--- src/rtl/dataload_pkg.sv ---
// dataload_pkg: shared types and default widths for the handshaked data loader.
package dataload_pkg;
  localparam int DEF_DATA_W   = 32;
  localparam int DEF_IN_WORDS = 8;
  localparam int DEF_WT_WORDS = 1;
  typedef enum logic {LOAD_WEIGHT = 1'b0, LOAD_INPUT = 1'b1} load_type_e;
  typedef enum logic [1:0] {CH_EMPTY, CH_FILL, CH_FULL} ch_state_e;
endpackage

--- src/rtl/dataload_hs_if.sv ---
// dataload_hs_if: host word stream and vector handshake bundle of the data loader.
interface dataload_hs_if
  import dataload_pkg::*;
#(
  parameter int DATA_W   = DEF_DATA_W,
  parameter int IN_WORDS = DEF_IN_WORDS,
  parameter int WT_WORDS = DEF_WT_WORDS
);
  logic [DATA_W-1:0]          data_i;
  logic                       load_en_i;
  load_type_e                 load_type_i;
  logic                       load_ready_o;
  logic                       flush_i;
  logic [IN_WORDS*DATA_W-1:0] input_data_o;
  logic                       input_valid_o;
  logic                       input_ack_i;
  logic [WT_WORDS*DATA_W-1:0] weight_o;
  logic                       weight_valid_o;
  logic                       weight_ack_i;
  logic                       overflow_o;
  modport master (
    output data_i, load_en_i, load_type_i, flush_i, input_ack_i, weight_ack_i,
    input  load_ready_o, input_data_o, input_valid_o, weight_o, weight_valid_o, overflow_o
  );
  modport slave (
    input  data_i, load_en_i, load_type_i, flush_i, input_ack_i, weight_ack_i,
    output load_ready_o, input_data_o, input_valid_o, weight_o, weight_valid_o, overflow_o
  );
endinterface

--- src/rtl/dataload_channel.sv ---
// dataload_channel: packs WORDS words into one vector and holds it until acknowledged.
module dataload_channel
  import dataload_pkg::*;
#(
  parameter int DATA_W = DEF_DATA_W,
  parameter int WORDS  = DEF_IN_WORDS
) (
  input  logic                    clk,
  input  logic                    rst,
  input  logic                    flush_i,
  input  logic                    wr_i,
  input  logic                    ack_i,
  input  logic [DATA_W-1:0]       data_i,
  output logic                    full_o,
  output logic [WORDS*DATA_W-1:0] data_o
);
  localparam int CW = $clog2(WORDS + 1);
  ch_state_e               state_q, state_d;
  logic [CW-1:0]           cnt_q, cnt_d;
  logic [WORDS*DATA_W-1:0] buf_q, buf_d;
  always_comb begin
    state_d = state_q;
    cnt_d   = cnt_q;
    buf_d   = buf_q;
    if (flush_i) begin
      state_d = CH_EMPTY;
      cnt_d   = '0;
      buf_d   = '0;
    end else if (state_q == CH_FULL) begin
      if (ack_i) begin
        state_d = CH_EMPTY;
        cnt_d   = '0;
      end
    end else if (wr_i) begin
      buf_d[cnt_q*DATA_W +: DATA_W] = data_i;
      cnt_d   = cnt_q + 1'b1;
      state_d = (cnt_q == CW'(WORDS - 1)) ? CH_FULL : CH_FILL;
    end
  end
  always_ff @(posedge clk) begin
    if (rst) begin
      state_q <= CH_EMPTY;
      cnt_q   <= '0;
      buf_q   <= '0;
    end else begin
      state_q <= state_d;
      cnt_q   <= cnt_d;
      buf_q   <= buf_d;
    end
  end
  assign full_o = (state_q == CH_FULL);
  assign data_o = buf_q;
endmodule

--- src/rtl/dataload_hs.sv ---
// dataload_hs: steers a word stream into weight/input vector channels with backpressure.
// Define DATALOAD_HS_DBUF_EN to give the input channel two ping-pong banks.
module dataload_hs
  import dataload_pkg::*;
#(
  parameter int DATA_W   = DEF_DATA_W,
  parameter int IN_WORDS = DEF_IN_WORDS,
  parameter int WT_WORDS = DEF_WT_WORDS
) (
  input logic          clk,
  input logic          rst,
  dataload_hs_if.slave bus
);
  logic wt_full, in_ready, ready, accept, in_wr, wt_wr, overflow_q, overflow_d;
  assign ready  = (bus.load_type_i == LOAD_INPUT) ? in_ready : !wt_full;
  assign accept = bus.load_en_i && ready;
  assign in_wr  = accept && (bus.load_type_i == LOAD_INPUT);
  assign wt_wr  = accept && (bus.load_type_i == LOAD_WEIGHT);
  dataload_channel #(.DATA_W(DATA_W), .WORDS(WT_WORDS)) u_wt (
    .clk, .rst, .flush_i(bus.flush_i), .wr_i(wt_wr), .ack_i(bus.weight_ack_i),
    .data_i(bus.data_i), .full_o(wt_full), .data_o(bus.weight_o)
  );
`ifdef DATALOAD_HS_DBUF_EN
  logic [1:0]                 in_full;
  logic [IN_WORDS*DATA_W-1:0] in_data [2];
  logic                       wr_ptr_q, wr_ptr_d, rd_ptr_q, rd_ptr_d, wsel;
  for (genvar b = 0; b < 2; b++) begin : g_bank
    dataload_channel #(.DATA_W(DATA_W), .WORDS(IN_WORDS)) u_in (
      .clk, .rst, .flush_i(bus.flush_i),
      .wr_i(in_wr && (wsel == 1'(b))),
      .ack_i(bus.input_ack_i && (rd_ptr_q == 1'(b))),
      .data_i(bus.data_i), .full_o(in_full[b]), .data_o(in_data[b])
    );
  end
  // Filling moves on to the other bank as soon as the current one is full.
  always_comb begin
    wsel     = in_full[wr_ptr_q] ? ~wr_ptr_q : wr_ptr_q;
    wr_ptr_d = bus.flush_i ? 1'b0 : wsel;
    rd_ptr_d = bus.flush_i ? 1'b0 : rd_ptr_q ^ (bus.input_ack_i & in_full[rd_ptr_q]);
  end
  always_ff @(posedge clk) begin
    if (rst) begin
      wr_ptr_q <= 1'b0;
      rd_ptr_q <= 1'b0;
    end else begin
      wr_ptr_q <= wr_ptr_d;
      rd_ptr_q <= rd_ptr_d;
    end
  end
  assign in_ready          = !in_full[wsel];
  assign bus.input_valid_o = in_full[rd_ptr_q];
  assign bus.input_data_o  = in_data[rd_ptr_q];
`else
  logic in_full;
  dataload_channel #(.DATA_W(DATA_W), .WORDS(IN_WORDS)) u_in (
    .clk, .rst, .flush_i(bus.flush_i), .wr_i(in_wr), .ack_i(bus.input_ack_i),
    .data_i(bus.data_i), .full_o(in_full), .data_o(bus.input_data_o)
  );
  assign in_ready          = !in_full;
  assign bus.input_valid_o = in_full;
`endif
  assign overflow_d = bus.flush_i ? 1'b0 : overflow_q | (bus.load_en_i & !ready);
  always_ff @(posedge clk) begin
    if (rst) overflow_q <= 1'b0;
    else     overflow_q <= overflow_d;
  end
  assign bus.load_ready_o   = ready;
  assign bus.weight_valid_o = wt_full;
  assign bus.overflow_o     = overflow_q;
endmodule

--- src/flat_wrapper.sv ---
// flat-port wrapper written by rule: the top's interface ports become plain ports
module dataload_hs_flat import dataload_pkg::*;
#(
  parameter int DATA_W   = DEF_DATA_W,
  parameter int IN_WORDS = DEF_IN_WORDS,
  parameter int WT_WORDS = DEF_WT_WORDS
)
  (clk, rst, bus_data_i, bus_load_en_i, bus_load_type_i, bus_flush_i, bus_input_ack_i, bus_weight_ack_i, bus_load_ready_o, bus_input_data_o, bus_input_valid_o, bus_weight_o, bus_weight_valid_o, bus_overflow_o);
  dataload_hs_if #(.DATA_W(DATA_W), .IN_WORDS(IN_WORDS), .WT_WORDS(WT_WORDS)) bus_i ();
  input logic clk;
  input logic rst;
  input wire logic [$bits(bus_i.data_i)-1:0] bus_data_i;
  input wire logic [$bits(bus_i.load_en_i)-1:0] bus_load_en_i;
  input wire logic [$bits(bus_i.load_type_i)-1:0] bus_load_type_i;
  input wire logic [$bits(bus_i.flush_i)-1:0] bus_flush_i;
  input wire logic [$bits(bus_i.input_ack_i)-1:0] bus_input_ack_i;
  input wire logic [$bits(bus_i.weight_ack_i)-1:0] bus_weight_ack_i;
  output wire logic [$bits(bus_i.load_ready_o)-1:0] bus_load_ready_o;
  output wire logic [$bits(bus_i.input_data_o)-1:0] bus_input_data_o;
  output wire logic [$bits(bus_i.input_valid_o)-1:0] bus_input_valid_o;
  output wire logic [$bits(bus_i.weight_o)-1:0] bus_weight_o;
  output wire logic [$bits(bus_i.weight_valid_o)-1:0] bus_weight_valid_o;
  output wire logic [$bits(bus_i.overflow_o)-1:0] bus_overflow_o;
  assign bus_i.data_i = bus_data_i;
  assign bus_i.load_en_i = bus_load_en_i;
  assign bus_i.load_type_i = bus_load_type_i;
  assign bus_i.flush_i = bus_flush_i;
  assign bus_i.input_ack_i = bus_input_ack_i;
  assign bus_i.weight_ack_i = bus_weight_ack_i;
  assign bus_load_ready_o = bus_i.load_ready_o;
  assign bus_input_data_o = bus_i.input_data_o;
  assign bus_input_valid_o = bus_i.input_valid_o;
  assign bus_weight_o = bus_i.weight_o;
  assign bus_weight_valid_o = bus_i.weight_valid_o;
  assign bus_overflow_o = bus_i.overflow_o;
  dataload_hs #(.DATA_W(DATA_W), .IN_WORDS(IN_WORDS), .WT_WORDS(WT_WORDS)) u_core (.clk(clk), .rst(rst), .bus(bus_i));
endmodule
--- config.mk ---
export PLATFORM = sky130hd
export DESIGN_NAME = dataload_hs_flat
export DESIGN_NICKNAME = d
export VERILOG_FILES = /design/src/rtl/dataload_pkg.sv /design/src/rtl/dataload_hs_if.sv /design/src/rtl/dataload_channel.sv /design/src/rtl/dataload_hs.sv /design/src/flat_wrapper.sv
export SDC_FILE = /design/constraint.sdc
export NUM_CORES = 1
export LEC_CHECK = 0
export CORE_MARGIN = 5
export CORE_UTILIZATION = 49
export CTS_BUF_LIST = sky130_fd_sc_hd__clkbuf_2 sky130_fd_sc_hd__clkbuf_4 sky130_fd_sc_hd__clkbuf_8
export DETAILED_ROUTE_END_ITERATION = 8
export PLACE_DENSITY_LB_ADDON = 0.3
export SYNTH_ARGS = -nofsm -noshare
export SYNTH_HDL_FRONTEND = slang
export SYNTH_HIERARCHICAL = 1
export SYNTH_SLANG_ARGS = --single-unit
--- constraint.sdc ---
create_clock -name clk -period 2.7 [get_ports clk]
set_input_delay 0.54 -clock clk [delete_from_list [all_inputs] [get_ports clk]]
set_output_delay 0.54 -clock clk [all_outputs]
set_load 0.01 [all_outputs]
Yosys cells after proc, flatten, opt, wreduce, memory -nomap -nowiden. Index checks and enable logic that the tools add are counted.

Input port bits: 39. Flip-flop bits (word level): 298.

Add/sub/neg operators: 4. Reductions and logical operators: 13. Equality and inequality tests: 5. Multiplexer cells: 17. Shift-type cells: 4. Bitwise logic cells: 5.

Operator list (number): 256-bit bitwise mux (1); 32-bit by 34-bit variable shift with 256-bit output, first input constant (1); 32-bit by 34-bit indexed part select with 256-bit output (1); 6-bit negation with 34-bit output (1); 9-bit negation with 34-bit output (1); 32-bit by 34-bit variable shift with 32-bit output, first input constant (1); 32-bit by 34-bit indexed part select with 32-bit output (1); 32-bit bitwise mux (1); 2-bit two-way mux (8); 4-bit two-way mux (3); 2-bit AND reduction (4); 4-bit by 1-bit adder with 4-bit output, second input constant (1); 2-bit equality test, second input constant (2); 4-bit by 3-bit equality test with 1-bit output, second input constant (1); 1-bit two-way mux (4); 2-bit inequality test, second input constant (2); 2-bit nonzero test (2); 1-bit logical AND (3); 1-bit logical NOT (3); 1-bit inverter (3); 2-bit OR reduction (1); 1-bit adder, second input constant (1); 1-bit AND (1); 1-bit bitwise OR (1).

Longest topological paths before layout.
Depth in word-level cells: 7. Gate-level depth with buffers: 10. Mapped depth without buffers: 7.

Modules after synthesis. Netlist, hierarchy kept.

Modules (own cells, without submodules): dataload_channel (u_core.u_in) (area an instance 10004.6 um^2, times used 1, cells an instance 1063); dataload_channel (u_core.u_wt) (area an instance 1298.7 um^2, times used 1, cells an instance 149); dataload_hs (area an instance 66.3 um^2, times used 1, cells an instance 8).

Worst setup path after synthesis. OpenSTA, ideal clock, no wires.

Kind: register -> register. From: reg u_core.u_in.cnt_q[0]. To: reg u_core.u_in.buf_q[194] (netlist: u_core/u_in/data_o[194]). Library setup time: 120 ps. Cell stages (with the launch flop): 10. Arrival: 2321 ps. Buffers on the path: 3. Path slack: 260 ps. Clock period less this slack: 2440 ps. Cells stage by stage: dfxtp_1 -> clkbuf_1 -> inv_1 -> ha_1 -> nand2b_1 -> a2111oi_4 -> buf_6 -> nand3_4 -> buf_6 -> mux2i_1.

Longest elaborated chain between the ends: 3. Elaborated cells on any way between the ends: 4. Classes of those cells: 1 x add/sub; 2 x shift; 1 x mux.

Ends and longest elaborated chain: start: declaration (line dataload_channel.sv:19) `logic [CW-1:0] cnt_q, cnt_d;`; start signal: assignment (line dataload_channel.sv:47) `cnt_q <= cnt_d;`; 9-bit negation with 34-bit output (*) (line dataload_channel.sv:35) `buf_d[cnt_q*DATA_W +: DATA_W] = data_i;`; 32-bit by 34-bit indexed part select with 256-bit output or 32-bit by 34-bit variable shift with 256-bit output (tied branches) (line dataload_channel.sv:35); 256-bit bitwise mux (*) (line dataload_channel.sv:35); end signal: assignment (line dataload_channel.sv:48) `buf_q <= buf_d;`; end: declaration (line dataload_channel.sv:20) `logic [WORDS*DATA_W-1:0] buf_q, buf_d;`.

Mark *: on every way between the ends. The rest lies on a longest branch, timed or not. A chain may end at the register's enable or synchronous reset.

Final worst setup path.
From: reg u_core.u_in.state_q[0]. To: out bus_load_ready_o.

Longest elaborated chain between the ends: 3.

Ends and longest elaborated chain: start: declaration (line dataload_channel.sv:18) `ch_state_e state_q, state_d;`; start signal: assignment (line dataload_channel.sv:46) `state_q <= state_d;`; 2-bit equality test (line dataload_channel.sv:51) `assign full_o = (state_q == CH_FULL);`; 1-bit logical NOT (line dataload_hs.sv:59) `assign in_ready = !in_full;`; 1-bit two-way mux (line dataload_hs.sv:15) `assign ready = (bus.load_type_i == LOAD_INPUT) ? in_ready : !wt_full;`; end: declaration (line flat_wrapper.sv:18) `output wire logic [$bits(bus_i.load_ready_o)-1:0] bus_load_ready_o;`.

Every way passes these cells.

==> summary.md <==
| Metric | Value |
|---|---|
| Headroom to the max-slew limit | `19.8%` |
| HPWL after detailed placement | `25,700 um` |
| Commonest cells post-synth | `sky130_fd_sc_hd__dfxtp_1 (297), sky130_fd_sc_hd__nand2_1 (249), sky130_fd_sc_hd__nand3_1 (175)` |
| P&R area growth vs syn | `40.2%` |
| Arrival time at the worst endpoint | `2.02 ns` |
| I/O pin cnt | `331` |
| Initial cell density of the core | `49.9%` |
| Share of synthesized area occupied by flip-flops and latches | `52.3%` |
| Ys Warns | `6` |
| Clk sink count | `297` |
| Simple-gate area share of the yosys netlist | `20.1%` |
| Proportion of netlist area held by the largest area contributor | `52.3%` |
| Pwr/cell area | `557 mW/mm2` |
| Post-synthesis instance area | `0.0114 mm2` |
| Cell depth of the worst hold path | `2` |
| Element type at the critical path end | `output port` |
| Hold_sp | `u_core/u_wt/data_o[20]` |
| Clock buffers created by TritonCTS | `47` |
| Area of all placed cells without fillers | `0.0159 mm2` |
| Number of buffers inserted to repair setup after CTS | `0` |
| Detail-routed net length per standard cell | `20.2 um` |
| Number of endpoints with negative hold slack in the final report | `0` |
| Fmax achieved | `0.391 GHz` |
| Final setup violation count | `0` |
| Core region area | `0.0228 mm2` |
| CTS hold repair buffers | `0` |
| Critical Path Fanout Max | `6` |
| Class of the tightest hold or removal check | `flip-flop to flip-flop` |
| Non-filler instance count after layout | `1,868` |
| R2R setup slack | `0.39 ns` |
| Multiplexer fraction of the synthesized cell area | `10.0%` |
| CTS H-tree depth | `2` |
| Worst Hold End | `u_core/u_wt/data_o[20]` |
| GRT overflow | `0` |
| Reg-to-reg startpoint | `u_core/u_in/cnt_q[0]` |
| Antenna violations before repair | `1` |
| Worst-case hold slack | `0.455 ns` |
| Util after Layout | `70.0%` |
| Max Cap Violations | `0` |
| Clock-pin slew on the worst setup and hold paths | `0.06 ns` |
| CTS tree | `yes` |
| Root buf cell | `sky130_fd_sc_hd__clkbuf_8` |
| Average vias per placed instance | `5.52` |
| Synth Area per Inst | `9.32 um2` |
| Number of fill cells in the layout | `1,826` |
| Unrepaired setup endpoints after global routing | `false` |
| Worst voltage drop across the vdd grid | `362 uV` |
| Main combinational cell family by area after synthesis | `simple AND/OR/NAND/NOR gates` |
| Placer Congestion | `0.893` |
| Clock Skews | `0.0151 ns` |
| Vias | `10.3k` |
| Die extent in x | `162 um` |
| Largest cells by area after synthesis | `sky130_fd_sc_hd__dfxtp_1 (52%), sky130_fd_sc_hd__mux2i_1 (10%), sky130_fd_sc_hd__nand2_1 (8.2%)` |
| Fraction of registers with async set or reset after synthesis | `0%` |
| Number of enable-type register cells in the synthesized netlist | `0` |
| Complex-gate fraction of the synthesized area | `11.5%` |
| Static leakage | `6.05 nW` |
| Post-route DRC | `0` |
| Net count after synthesis | `1,264` |
| Adder-cell share of the synthesized area | `0.550%` |
| Most common cell in the synthesized netlist | `sky130_fd_sc_hd__dfxtp_1` |
| Total iterations of the first detailed-routing run | `5` |
| Overall global routing resource usage | `27.2%` |
| Pin count of the biggest net entering global routing | `80` |
| Placement Rows | `55` |
| Detail Route Antenna Nets | `0` |
| Clock latency at the later pin of the worst-skew pair | `0.55 ns` |
| Main flop type after synthesis | `sky130_fd_sc_hd__dfxtp_1` |
| Status | `finished, final reports clean` |
| Setup TNS after final layout | `0 ns` |
| Fraction of final layout cells sized beyond drive strength 1 | `9.08%` |
| Max clock buf depth | `3` |
| Count of buffers inserted at the top-level ports | `330` |
| Measured slew at the worst slew-check pin | `1.20 ns` |
| Instance count after placement with tap cells included | `1,787` |
| Nature of the critical path startpoint | `flip-flop` |
| Parity-gate share of the synthesized area counting xor and xnor cells | `0.220%` |
| First-pass GRT wire length | `57,300 um` |
| Period utilization | `94.7%` |
| Number of slew-limit violations in the final report | `0` |
| Reg-to-reg endpoint | `u_core/u_in/data_o[134]` |
| Syn Inst Count | `1,220` |
| Number of synthesized register bits | `297` |
| Area leader, netlist | `sky130_fd_sc_hd__dfxtp_1` |
| Kind of critical path | `flip-flop to output port` |
| Number of global-route vias before repair | `10.0k` |
| Area post-placement | `0.0150 mm2` |
| Depth of the most critical reg-to-reg path | `5` |
| Number of distinct library cells after synthesis | `46` |
| Initial drt markers | `734` |
| Minimum clock period after layout | `2.56 ns` |
| Full die area | `0.0263 mm2` |
| Gates resized, CTS repair | `0` |
| Worst path required time | `2.16 ns` |
| Final-stage net count | `1,567` |
| Die boundary height | `162 um` |
| WL final | `37,700 um` |
-- per-stage QoR --
stage / total power [mW] / setup WS [ns]
6_report: 8.87 / 0.143
2_1_floorplan: 4.75 / 0.260
3_3_place_gp: 4.99 / 0.207
4_1_cts: 8.92 / 0.0274
3_5_place_dp: 5.00 / 0.166
5_1_grt: 9.17 / 0.0533
-- worst max-delay path: stages (launching register included) --
cell,delay (ns)
sky130_fd_sc_hd__dfxtp_1,0.35
sky130_fd_sc_hd__nand2b_2,0.23
sky130_fd_sc_hd__inv_2,0.13
sky130_fd_sc_hd__mux2i_1,0.19
sky130_fd_sc_hd__clkdlybuf4s50_1,0.57
-- worst max path at each step --
stage / from / depth (start not counted) / to
after global placement: bus_load_type_i / 9 / u_core/u_in/data_o[154]
final: u_core/u_in/state_q[0] / 4 / bus_load_ready_o
after CTS: u_core/u_in/state_q[0] / 4 / bus_load_ready_o
after floorplan: u_core/u_in/cnt_q[0] / 9 / u_core/u_in/data_o[194]
after global routing: u_core/u_in/state_q[0] / 4 / bus_load_ready_o
after detailed placement: bus_load_type_i / 9 / u_core/u_in/data_o[146]
-- flip-flops by register name, indices dropped and copies added (netlist names) --
name and flops:
u_core/bus.overflow_o 1, u_core/u_in/cnt_q 4, u_core/u_in/data_o 256, u_core/u_in/state_q 2
u_core/u_wt/data_o 32, u_core/u_wt/state_q 2
-- area by class of cell --
| class | instances | area, um2 | area share (%) |
|---|---|---|---|
| Clock inverter | 4 | 45.0 | 0.283 |
| Clock buffer | 75 | 932 | 5.85 |
| Antenna cell | 2 | 5.00 | 0.0314 |
| Sequential cell | 297 | 5950 | 37.3 |
| Inverter | 5 | 18.8 | 0.118 |
| Multi-Input combinational cell | 804 | 4850 | 30.4 |
| Timing Repair Buffer | 368 | 3750 | 23.5 |
| Tap cell | 313 | 392 | 2.46 |
-- cell usage in the layout, fill, tap and decap left out, types with 4 or more instances in the layout --
cell / n
sky130_fd_sc_hd__nor2_1: 9
sky130_fd_sc_hd__dfxtp_1: 297
sky130_fd_sc_hd__inv_1: 4
sky130_fd_sc_hd__o31ai_1: 118
sky130_fd_sc_hd__buf_12: 13
sky130_fd_sc_hd__nand2_1: 249
sky130_fd_sc_hd__buf_4: 25
sky130_fd_sc_hd__nand3_1: 174
sky130_fd_sc_hd__a21oi_2: 8
sky130_fd_sc_hd__a21oi_1: 29
sky130_fd_sc_hd__ha_1: 5
sky130_fd_sc_hd__clkbuf_8: 59
sky130_fd_sc_hd__clkbuf_4: 16
sky130_fd_sc_hd__nand4_1: 29
sky130_fd_sc_hd__clkdlybuf4s50_1: 330
sky130_fd_sc_hd__mux2i_1: 114
sky130_fd_sc_hd__o21ai_0: 27
-- cells by family after synthesis --
group,Yosys count
fa+ha+maj,5
mux,114
flops,297
buf+inv,119
simple gates,494
compound gates,189
xor+xnor,2
-- report_power, final --
part,total (mW),switching [mW],internal [mW]
registers,4.42,0.0119,4.41
clock network,3.96,1.70,2.26
logic,0.490,0.322,0.168
total,8.87,2.03,6.84
-- layer usage --
layer | part of all wire [%] | track usage (%)
met1 | 40 | 34.1
met2 | 47 | 43.1
met3 | 8.1 | 7.61
met4 | 4.8 | 13.3
met5 | 0 | 0
Power figures use the tool's default switching activity.
